<file path="config.mk">
export PLATFORM = sky130hd
export DESIGN_NAME = vga_timing_gen
export DESIGN_NICKNAME = d
export VERILOG_FILES = /design/src/rtl/vga_timing_pkg.sv /design/src/rtl/vga_axis_counter.sv /design/src/rtl/vga_timing_gen.sv
export SDC_FILE = /design/constraint.sdc
export NUM_CORES = 1
export LEC_CHECK = 0
export CAP_MARGIN = 10
export CORE_ASPECT_RATIO = 1.4
export CORE_MARGIN = 5
export CORE_UTILIZATION = 46
export DETAILED_ROUTE_END_ITERATION = 12
export PLACE_DENSITY_LB_ADDON = 0.05
export SETUP_SLACK_MARGIN = 0.15
export SKIP_CTS_REPAIR_TIMING = 1
export SLEW_MARGIN = 10
export SYNTH_ARGS = -nofsm -noshare
export SYNTH_HDL_FRONTEND = slang
export SYNTH_SLANG_ARGS = --single-unit
</file>
<file path="constraint.sdc">
create_clock -name vga_clk -period 2.14 [get_ports vga_clk]
set_clock_uncertainty 0.15 [all_clocks]
set_input_delay 0.214 -clock vga_clk [delete_from_list [all_inputs] [get_ports vga_clk]]
set_output_delay 0.214 -clock vga_clk [all_outputs]
set_load 0.05 [all_outputs]
</file>
<file path="src/rtl/vga_timing_pkg.sv">
// -----------------------------------------------------------------------------
// vga_timing_pkg : shared 640x480@60 raster constants and coordinate type
// Rev 1.0
// -----------------------------------------------------------------------------
`default_nettype none

package vga_timing_pkg;

   typedef logic [9:0] coord_t;

   localparam int DEF_H_VISIBLE = 640;
   localparam int DEF_H_FRONT   = 16;
   localparam int DEF_H_SYNC    = 96;
   localparam int DEF_H_BACK    = 48;
   localparam int DEF_H_TOTAL   = DEF_H_VISIBLE + DEF_H_FRONT + DEF_H_SYNC + DEF_H_BACK;

   localparam int DEF_V_VISIBLE = 480;
   localparam int DEF_V_FRONT   = 10;
   localparam int DEF_V_SYNC    = 2;
   localparam int DEF_V_BACK    = 33;
   localparam int DEF_V_TOTAL   = DEF_V_VISIBLE + DEF_V_FRONT + DEF_V_SYNC + DEF_V_BACK;

   localparam int DEF_HS_START  = DEF_H_VISIBLE + DEF_H_FRONT;
   localparam int DEF_HS_END    = DEF_HS_START + DEF_H_SYNC;
   localparam int DEF_VS_START  = DEF_V_VISIBLE + DEF_V_FRONT;
   localparam int DEF_VS_END    = DEF_VS_START + DEF_V_SYNC;

   // Half-open window test lo <= v < hi, kept at coordinate width.
   function automatic logic in_range(input coord_t v, input coord_t lo, input coord_t hi);
      return (v >= lo) && (v < hi);
   endfunction

endpackage

`default_nettype wire

</file>
<file path="src/rtl/vga_axis_counter.sv">
// -----------------------------------------------------------------------------
// vga_axis_counter : modulo-TOTAL raster axis counter with wrap strobe
// Rev 1.0
// -----------------------------------------------------------------------------
`default_nettype none

module vga_axis_counter
   import vga_timing_pkg::*;
#(
   parameter int TOTAL = 800
)(
   input  logic   vga_clk,
   input  logic   reset_n,
   input  logic   inc,
   output coord_t count,
   output coord_t count_next,
   output logic   wrap
);

   localparam coord_t LAST = coord_t'(TOTAL - 1);

   // count_next is exported so the top can decode outputs in step with the counter.
   always_comb begin
      wrap       = inc && (count == LAST);
      count_next = count;
      if (wrap) begin
         count_next = '0;
      end else if (inc) begin
         count_next = count + coord_t'(1);
      end
   end

   always_ff @(posedge vga_clk) begin
      if (!reset_n) begin
         count <= '0;
      end else begin
         count <= count_next;
      end
   end

endmodule

`default_nettype wire

</file>
<file path="src/rtl/vga_timing_gen.sv">
// -----------------------------------------------------------------------------
// vga_timing_gen : VGA raster position, sync/blank and frame-level pulses
// Rev 1.0
// -----------------------------------------------------------------------------
`default_nettype none

module vga_timing_gen
   import vga_timing_pkg::*;
#(
   parameter int H_VISIBLE = DEF_H_VISIBLE,
   parameter int H_FRONT   = DEF_H_FRONT,
   parameter int H_SYNC    = DEF_H_SYNC,
   parameter int H_BACK    = DEF_H_BACK,
   parameter int V_VISIBLE = DEF_V_VISIBLE,
   parameter int V_FRONT   = DEF_V_FRONT,
   parameter int V_SYNC    = DEF_V_SYNC,
   parameter int V_BACK    = DEF_V_BACK
)(
   input  logic        vga_clk,
   input  logic        reset_n,
   output coord_t      DrawX,
   output coord_t      DrawY,
   output logic        hs,
   output logic        vs,
   output logic        blank,
   output logic        frame_start,
   output logic        vblank_start,
   output logic [15:0] frame_count
);

   localparam int     H_TOTAL  = H_VISIBLE + H_FRONT + H_SYNC + H_BACK;
   localparam int     V_TOTAL  = V_VISIBLE + V_FRONT + V_SYNC + V_BACK;
   localparam coord_t H_VIS_C  = coord_t'(H_VISIBLE);
   localparam coord_t V_VIS_C  = coord_t'(V_VISIBLE);
   localparam coord_t HS_START = coord_t'(H_VISIBLE + H_FRONT);
   localparam coord_t HS_END   = coord_t'(H_VISIBLE + H_FRONT + H_SYNC);
   localparam coord_t VS_START = coord_t'(V_VISIBLE + V_FRONT);
   localparam coord_t VS_END   = coord_t'(V_VISIBLE + V_FRONT + V_SYNC);

   coord_t      hc;
   coord_t      vc;
   coord_t      hc_next;
   coord_t      vc_next;
   logic        h_wrap;
   logic        v_wrap;
   logic        hs_q;
   logic        vs_q;
   logic        blank_q;
   logic        frame_start_q;
   logic        vblank_start_q;
   logic [15:0] frame_cnt;

   vga_axis_counter #(.TOTAL(H_TOTAL)) u_hcount (
      .vga_clk    (vga_clk),
      .reset_n    (reset_n),
      .inc        (1'b1),
      .count      (hc),
      .count_next (hc_next),
      .wrap       (h_wrap)
   );

   vga_axis_counter #(.TOTAL(V_TOTAL)) u_vcount (
      .vga_clk    (vga_clk),
      .reset_n    (reset_n),
      .inc        (h_wrap),
      .count      (vc),
      .count_next (vc_next),
      .wrap       (v_wrap)
   );

   // Decoding the next-state position keeps every output aligned with DrawX/DrawY.
   always_ff @(posedge vga_clk) begin
      if (!reset_n) begin
         hs_q           <= 1'b1;
         vs_q           <= 1'b1;
         blank_q        <= 1'b1;
         frame_start_q  <= 1'b0;
         vblank_start_q <= 1'b0;
         frame_cnt      <= '0;
      end else begin
         hs_q           <= !in_range(hc_next, HS_START, HS_END);
         vs_q           <= !in_range(vc_next, VS_START, VS_END);
         blank_q        <= (hc_next < H_VIS_C) && (vc_next < V_VIS_C);
         frame_start_q  <= v_wrap;
         vblank_start_q <= h_wrap && (vc_next == V_VIS_C);
         if (v_wrap) begin
            frame_cnt <= frame_cnt + 16'd1;
         end
      end
   end

   assign DrawX        = hc;
   assign DrawY        = vc;
   assign hs           = hs_q;
   assign vs           = vs_q;
   assign blank        = blank_q;
   assign frame_start  = frame_start_q;
   assign vblank_start = vblank_start_q;
   assign frame_count  = frame_cnt;

endmodule

`default_nettype wire

</file>
==> results of run 1 <==
==> final timing paths <==
path                                         from              end  slack [ps]  depth (start not counted)
worst min register to register    frame_count[15]  frame_count[15]         360                          2
worst min-delay path              frame_count[15]  frame_count[15]         360                          2
worst max register to register  u_vcount.count[0]  frame_count[15]         100                          8
worst max-delay path            u_vcount.count[0]  frame_count[15]         100                          8
==> through the flow <==
stage,power (W),hold WS (ps),utilization [%],std cells,setup TNS (ps)
after floorplan,0.0008222,181.7,-,233,-455.5
after CTS,0.001448,332.3,64.75,350,-58.25
after global routing,0.001502,380.7,70.70,363,0
after global placement,0.0008453,304.1,62.09,342,0
final,0.001439,356.0,70.70,363,0
after detailed placement,0.0008452,317.8,62.09,342,-35.86
==> kinds of logic after synthesis <==
family,count (synthesis)
compound gates,48
xor+xnor,14
fa+ha+maj,5
buf+inv,18
flops,41
simple gates,107
==> final cells by class <==
class	count	area (µm²)	share of cell area, %
tap	60	75.07	2.484
clock buffer	7	107.6	3.561
timing repair buffer	72	695.7	23.02
multi-input combinational	175	1257	41.62
clock inverter	1	6.256	0.2070
inverter	7	28.78	0.9524
sequential	41	850.8	28.16
==> flip-flops by register name (all words and copies together), names as in the netlist <==
name and flops:
frame_count 16, u_hcount.count 10, u_vcount.count 10, blank 1
frame_start 1, hs 1, vblank_start 1, vs 1
==> power by group <==
group          switching [W]   total, W  internal [W]  leakage, nW
clock               0.000277   0.000610      0.000333       0.0599
sequential        0.00000826   0.000773      0.000765        0.340
combinational      0.0000367  0.0000565     0.0000198        0.893
total               0.000322    0.00144       0.00112         1.29
==> cell usage after synthesis (all sizes together) <==
cell type	number	area [µm²]
dfxtp	41	820.8
nor2	22	82.58
a21oi	17	85.08
nand2	15	56.30
nand3	15	75.07
nand4	14	115.1
o21ai	13	65.06
or3	11	73.82
buf	7	62.56
xnor2	7	61.31
xor2	7	61.31
and3	6	45.04
inv	6	22.52
and2	5	31.28
ha	5	62.56
clkbuf	4	15.01
nor4	4	40.04
nor3	3	15.01
o211ai	3	22.52
o21a	3	22.52
o31a	3	26.28
or4	3	26.27
a21o	2	15.01
a22oi	2	15.01
and4	2	17.52
nor3b	2	20.02
a211oi	1	7.510
and4b	1	10.01
clkinv	1	3.750
nand4b	1	8.760
nor2b	1	6.260
nor4b	1	8.760
nor4bb	1	10.01
o2111a	1	11.26
o311ai	1	8.760
o31ai	1	7.510
o32ai	1	8.760
==> worst max-delay path, cell delays in order, from the launching register on <==
cell and delay [ps]:
dfxtp_4 350, inv_4 60, ha_4 130, nand4_4 110
nor4_4 250, buf_6 170, nand4_4 90, or4_1 520
a21oi_1 140
==> metal layers <==
layer | up-vias | GRT usage [%]
met4 | 0 | 6.100
met5 | - | 0
met2 | 64 | 31.07
li1 | 987 | -
met3 | 9 | 5.031
met1 | 953 | 22.78
==> metrics.yaml, run 1 <==
cp_max_fo: 5
setup_slack_ps: 102.2
synth-seq-area-share_pct: 40.10
highest_layer: "met4"
grt_pass1_wl_mm: 8.493
area_growth_pct: 47.62
outcome: "completed"
cts.sinks: 41
tightest_slew_ps: 512.7
slew_headroom_pct: 65.77
gp_congestion: 0.8482
max_cap_viol_count: 0
drive_above_1_share_pct: 27.06
ant_nets: 0
synth_compound_area_share_pct: 14.43
finalMaxSlewViolations: 0
drt_iter0_drc: 132
hold_viol_final: 0
syn_area_per_cell_um2: 8.785
dp_worst_setup_slack_ps: -35.86
ys_ff_latch: 41
synthAdderAreaFrac_pct: 3.056
clk_pin_slew_ps: 80
grt_pass1_vias: 1839
grt_max_degree: 22
numPortBuffers: 42
critical_path_class: "reg2reg"
cp.arrival_ps: 2120
vias: 2013
fillerInstances: 345
synth_xor_xnor_area_share_pct: 5.990
clk-insertion-delay-late_ps: 300
hp-class: "reg2reg"
final_cell_mix: "clkdlybuf4s50_1 (31), dfxtp_1 (25), buf_4 (25)"
finalSetupViolations: 0
dpl.hpwl_mm: 3.812
cp-end-kind: "flip-flop"
synth_warnings: 0
ir_worst_vdd_uv: 355.0
die_area_um2: 5903
fmax_mhz: 490.7
synthSimpleGateAreaFrac_pct: 31.36
period_needed_ps: 2038
syn_area_um2: 2047
die-width_um: 66.38
worst_setup_path_start_kind: "flip-flop"
fin_area_um2: 3022
core-area_um2: 4274
grt_antenna_before_repair: 0
numCtsBuffers: 5
nets: 309
synth.area.mux_share_pct: 0
mostFrequentLayoutCell: "clkdlybuf4s50_1"
met1_length_mm: 2.276
met3_length_um: 350
p_leak_nw: 1.293
wirelength_mm: 5.454
drtPass1Iterations: 4
htreeDepth: 2
rows: 28
wl_met2_mm: 2.729
synthesis.nets: 240
cts_tree: "built"
rsz0062_at_grt: "true"
dpl_cell_area_um2: 2654
drt-vias-per-instance: 5.545
root_buffer: "clkbuf_8"
fin_crit_sh_pct: 95.22
clock_path_buffers: 2
synth_top_family_by_area: "simple AND/OR/NAND/NOR gates"
num_antenna_cells: 0
track_usage_pct: 18.48
wl_per_cell_um: 15.02
grt_overflow_total: 0
powerDensity_nw_per_um2: 476.3
pin_count: 43
yosysUniqueCellTypes: 48
fp.dieH_um: 88.93
drc: 0
worstPathRequired_ps: 2220
synth_cells: 233
initial_core_util_pct: 47.89
No activity file was read; power rests on OpenSTA's default activity.
==> run 2: changes to the inputs <==
--- a/config.mk
+++ b/config.mk
@@ -9,6 +9,7 @@
 export CORE_ASPECT_RATIO = 1.4
 export CORE_MARGIN = 5
 export CORE_UTILIZATION = 46
+export CTS_CLUSTER_SIZE = 40
 export DETAILED_ROUTE_END_ITERATION = 12
 export PLACE_DENSITY_LB_ADDON = 0.05
 export SETUP_SLACK_MARGIN = 0.15
==> constraint.sdc (replaced) <==
create_clock -name vga_clk -period 2.14 [get_ports vga_clk]
set_clock_uncertainty 0.15 [all_clocks]
set_input_delay 0.214 -clock vga_clk [delete_from_list [all_inputs] [get_ports vga_clk]]
set_output_delay 0.214 -clock vga_clk [all_outputs]
set_load 0.005 [all_outputs]
==> metrics.yaml, run 2 (synthesis gave the netlist of run 1 again) <==
largest_reg_flops: 16
finalMaxSlewViolations: 0
powerDensity_nw_per_um2: 445.7
die_area_um2: 5903
fin_crit_sh_pct: 94.53
holdPathEnd: "frame_count[15]"
cp_max_fo: 7
max_cap_viol_count: 0
clock_path_buffers: 2
finalSetupViolations: 0
r2r_cells: 6
drt-vias-per-instance: 5.466
num_antenna_cells: 0
gp_congestion: 0.8331
slew_headroom_pct: 71.26
rsz0062_at_grt: "true"
grt_max_degree: 25
area_growth_pct: 46.09
vias: 2039
cp-end-kind: "flip-flop"
drive_above_1_share_pct: 26.52
rrSetupSlack_ps: 120
numCtsBuffers: 5
numPortBuffers: 42
r2r-start: "u_vcount.count[5]"
clk-insertion-delay-late_ps: 300
worst_setup_path_start_kind: "flip-flop"
met1_length_mm: 2.435
whs_ps: 350.1
ant_nets: 0
core-area_um2: 4274
pin_count: 43
mostFrequentLayoutCell: "clkdlybuf4s50_1"
initial_core_util_pct: 47.89
highest_layer: "met4"
track_usage_pct: 19.68
cts.sinks: 41
min_delay_path_depth: 2
root_buffer: "clkbuf_8"
htreeDepth: 2
fmax_mhz: 494.3
wl_per_cell_um: 14.69
rows: 28
fin_tns_setup_ps: 0
grt_pass1_wl_mm: 9.039
drt_iter0_drc: 114
cp.arrival_ps: 2060
hp-class: "reg2reg"
period_needed_ps: 2023
power_w: 0.001333
outcome: "completed"
fp.dieH_um: 88.93
drc: 0
met3_length_um: 272
final_cell_mix: "clkdlybuf4s50_1 (42), buf_4 (37), dfxtp_1 (34)"
dpl.hpwl_mm: 3.836
wirelength_mm: 5.479
grt_overflow_total: 0
reg2reg_to: "u_vcount.count[3]"
worstPathRequired_ps: 2180
nets: 319
wl_met2_mm: 2.682
clk_pin_slew_ps: 90
grt_antenna_before_repair: 0
p_leak_nw: 1.095
cts_tree: "built"
critical_path_class: "reg2reg"
hold_viol_final: 0
grt_pass1_vias: 1944
die-width_um: 66.38
ir_worst_vdd_uv: 378.1
min-delay-start: "frame_count[15]"
tightest_slew_ps: 429.8
drtPass1Iterations: 4
run 2: stage by stage:
stage,std cells,util (%),cell area (µm²),setup WS (ps)
after floorplan,233,-,2058,85.04
after detailed placement,354,63.17,2700,74.35
after CTS,362,65.19,2786,59.72
after global routing,373,69.96,2990,38.17
final,373,69.96,2990,117.0
after global placement,354,63.17,2700,113.0
run 2: routing by layer:
layer  up-vias  track usage, %
met4         0           8.872
met2        65           32.25
met3         8           4.403
met1       959           24.55
met5         -               0
li1       1007               -
run 2: final cells by class:
class                   instances  area, µm²
repair buffers                 83      747.0
flip-flops and latches         41      829.5
multi-input cells             174       1224
fillers                       362       1284
clock buffers                   5      68.82
clock inverters                 3      17.52
inverters                       7      28.78
well taps                      60      75.07
run 2: how the worst max path moves through the flow:
stage / from / endpoint / slack, ps
6_report: u_vcount.count[5] / u_vcount.count[3] / 120
5_1_grt: u_vcount.count[0] / frame_count[9] / 40
4_1_cts: u_vcount.count[0] / vblank_start / 60
3_5_place_dp: u_vcount.count[5] / frame_count[9] / 70
3_3_place_gp: u_vcount.count[5] / frame_count[8] / 110
2_1_floorplan: u_vcount.count[4] / frame_count[7] / 90
run 2: power by group:
group | total (W) | internal (W) | switching (W)
Sequential | 0.000771 | 0.000767 | 0.00000312
Clock | 0.000510 | 0.000225 | 0.000285
Combinational | 0.0000518 | 0.0000247 | 0.0000271
run 2: critical path: stages, from the launching register on:
cell     delay (ps)
dfxtp_1         310
or3_4           400
or4_4           550
buf_6           170
a21o_1          160
a22oi_2         120
nor2_1           50
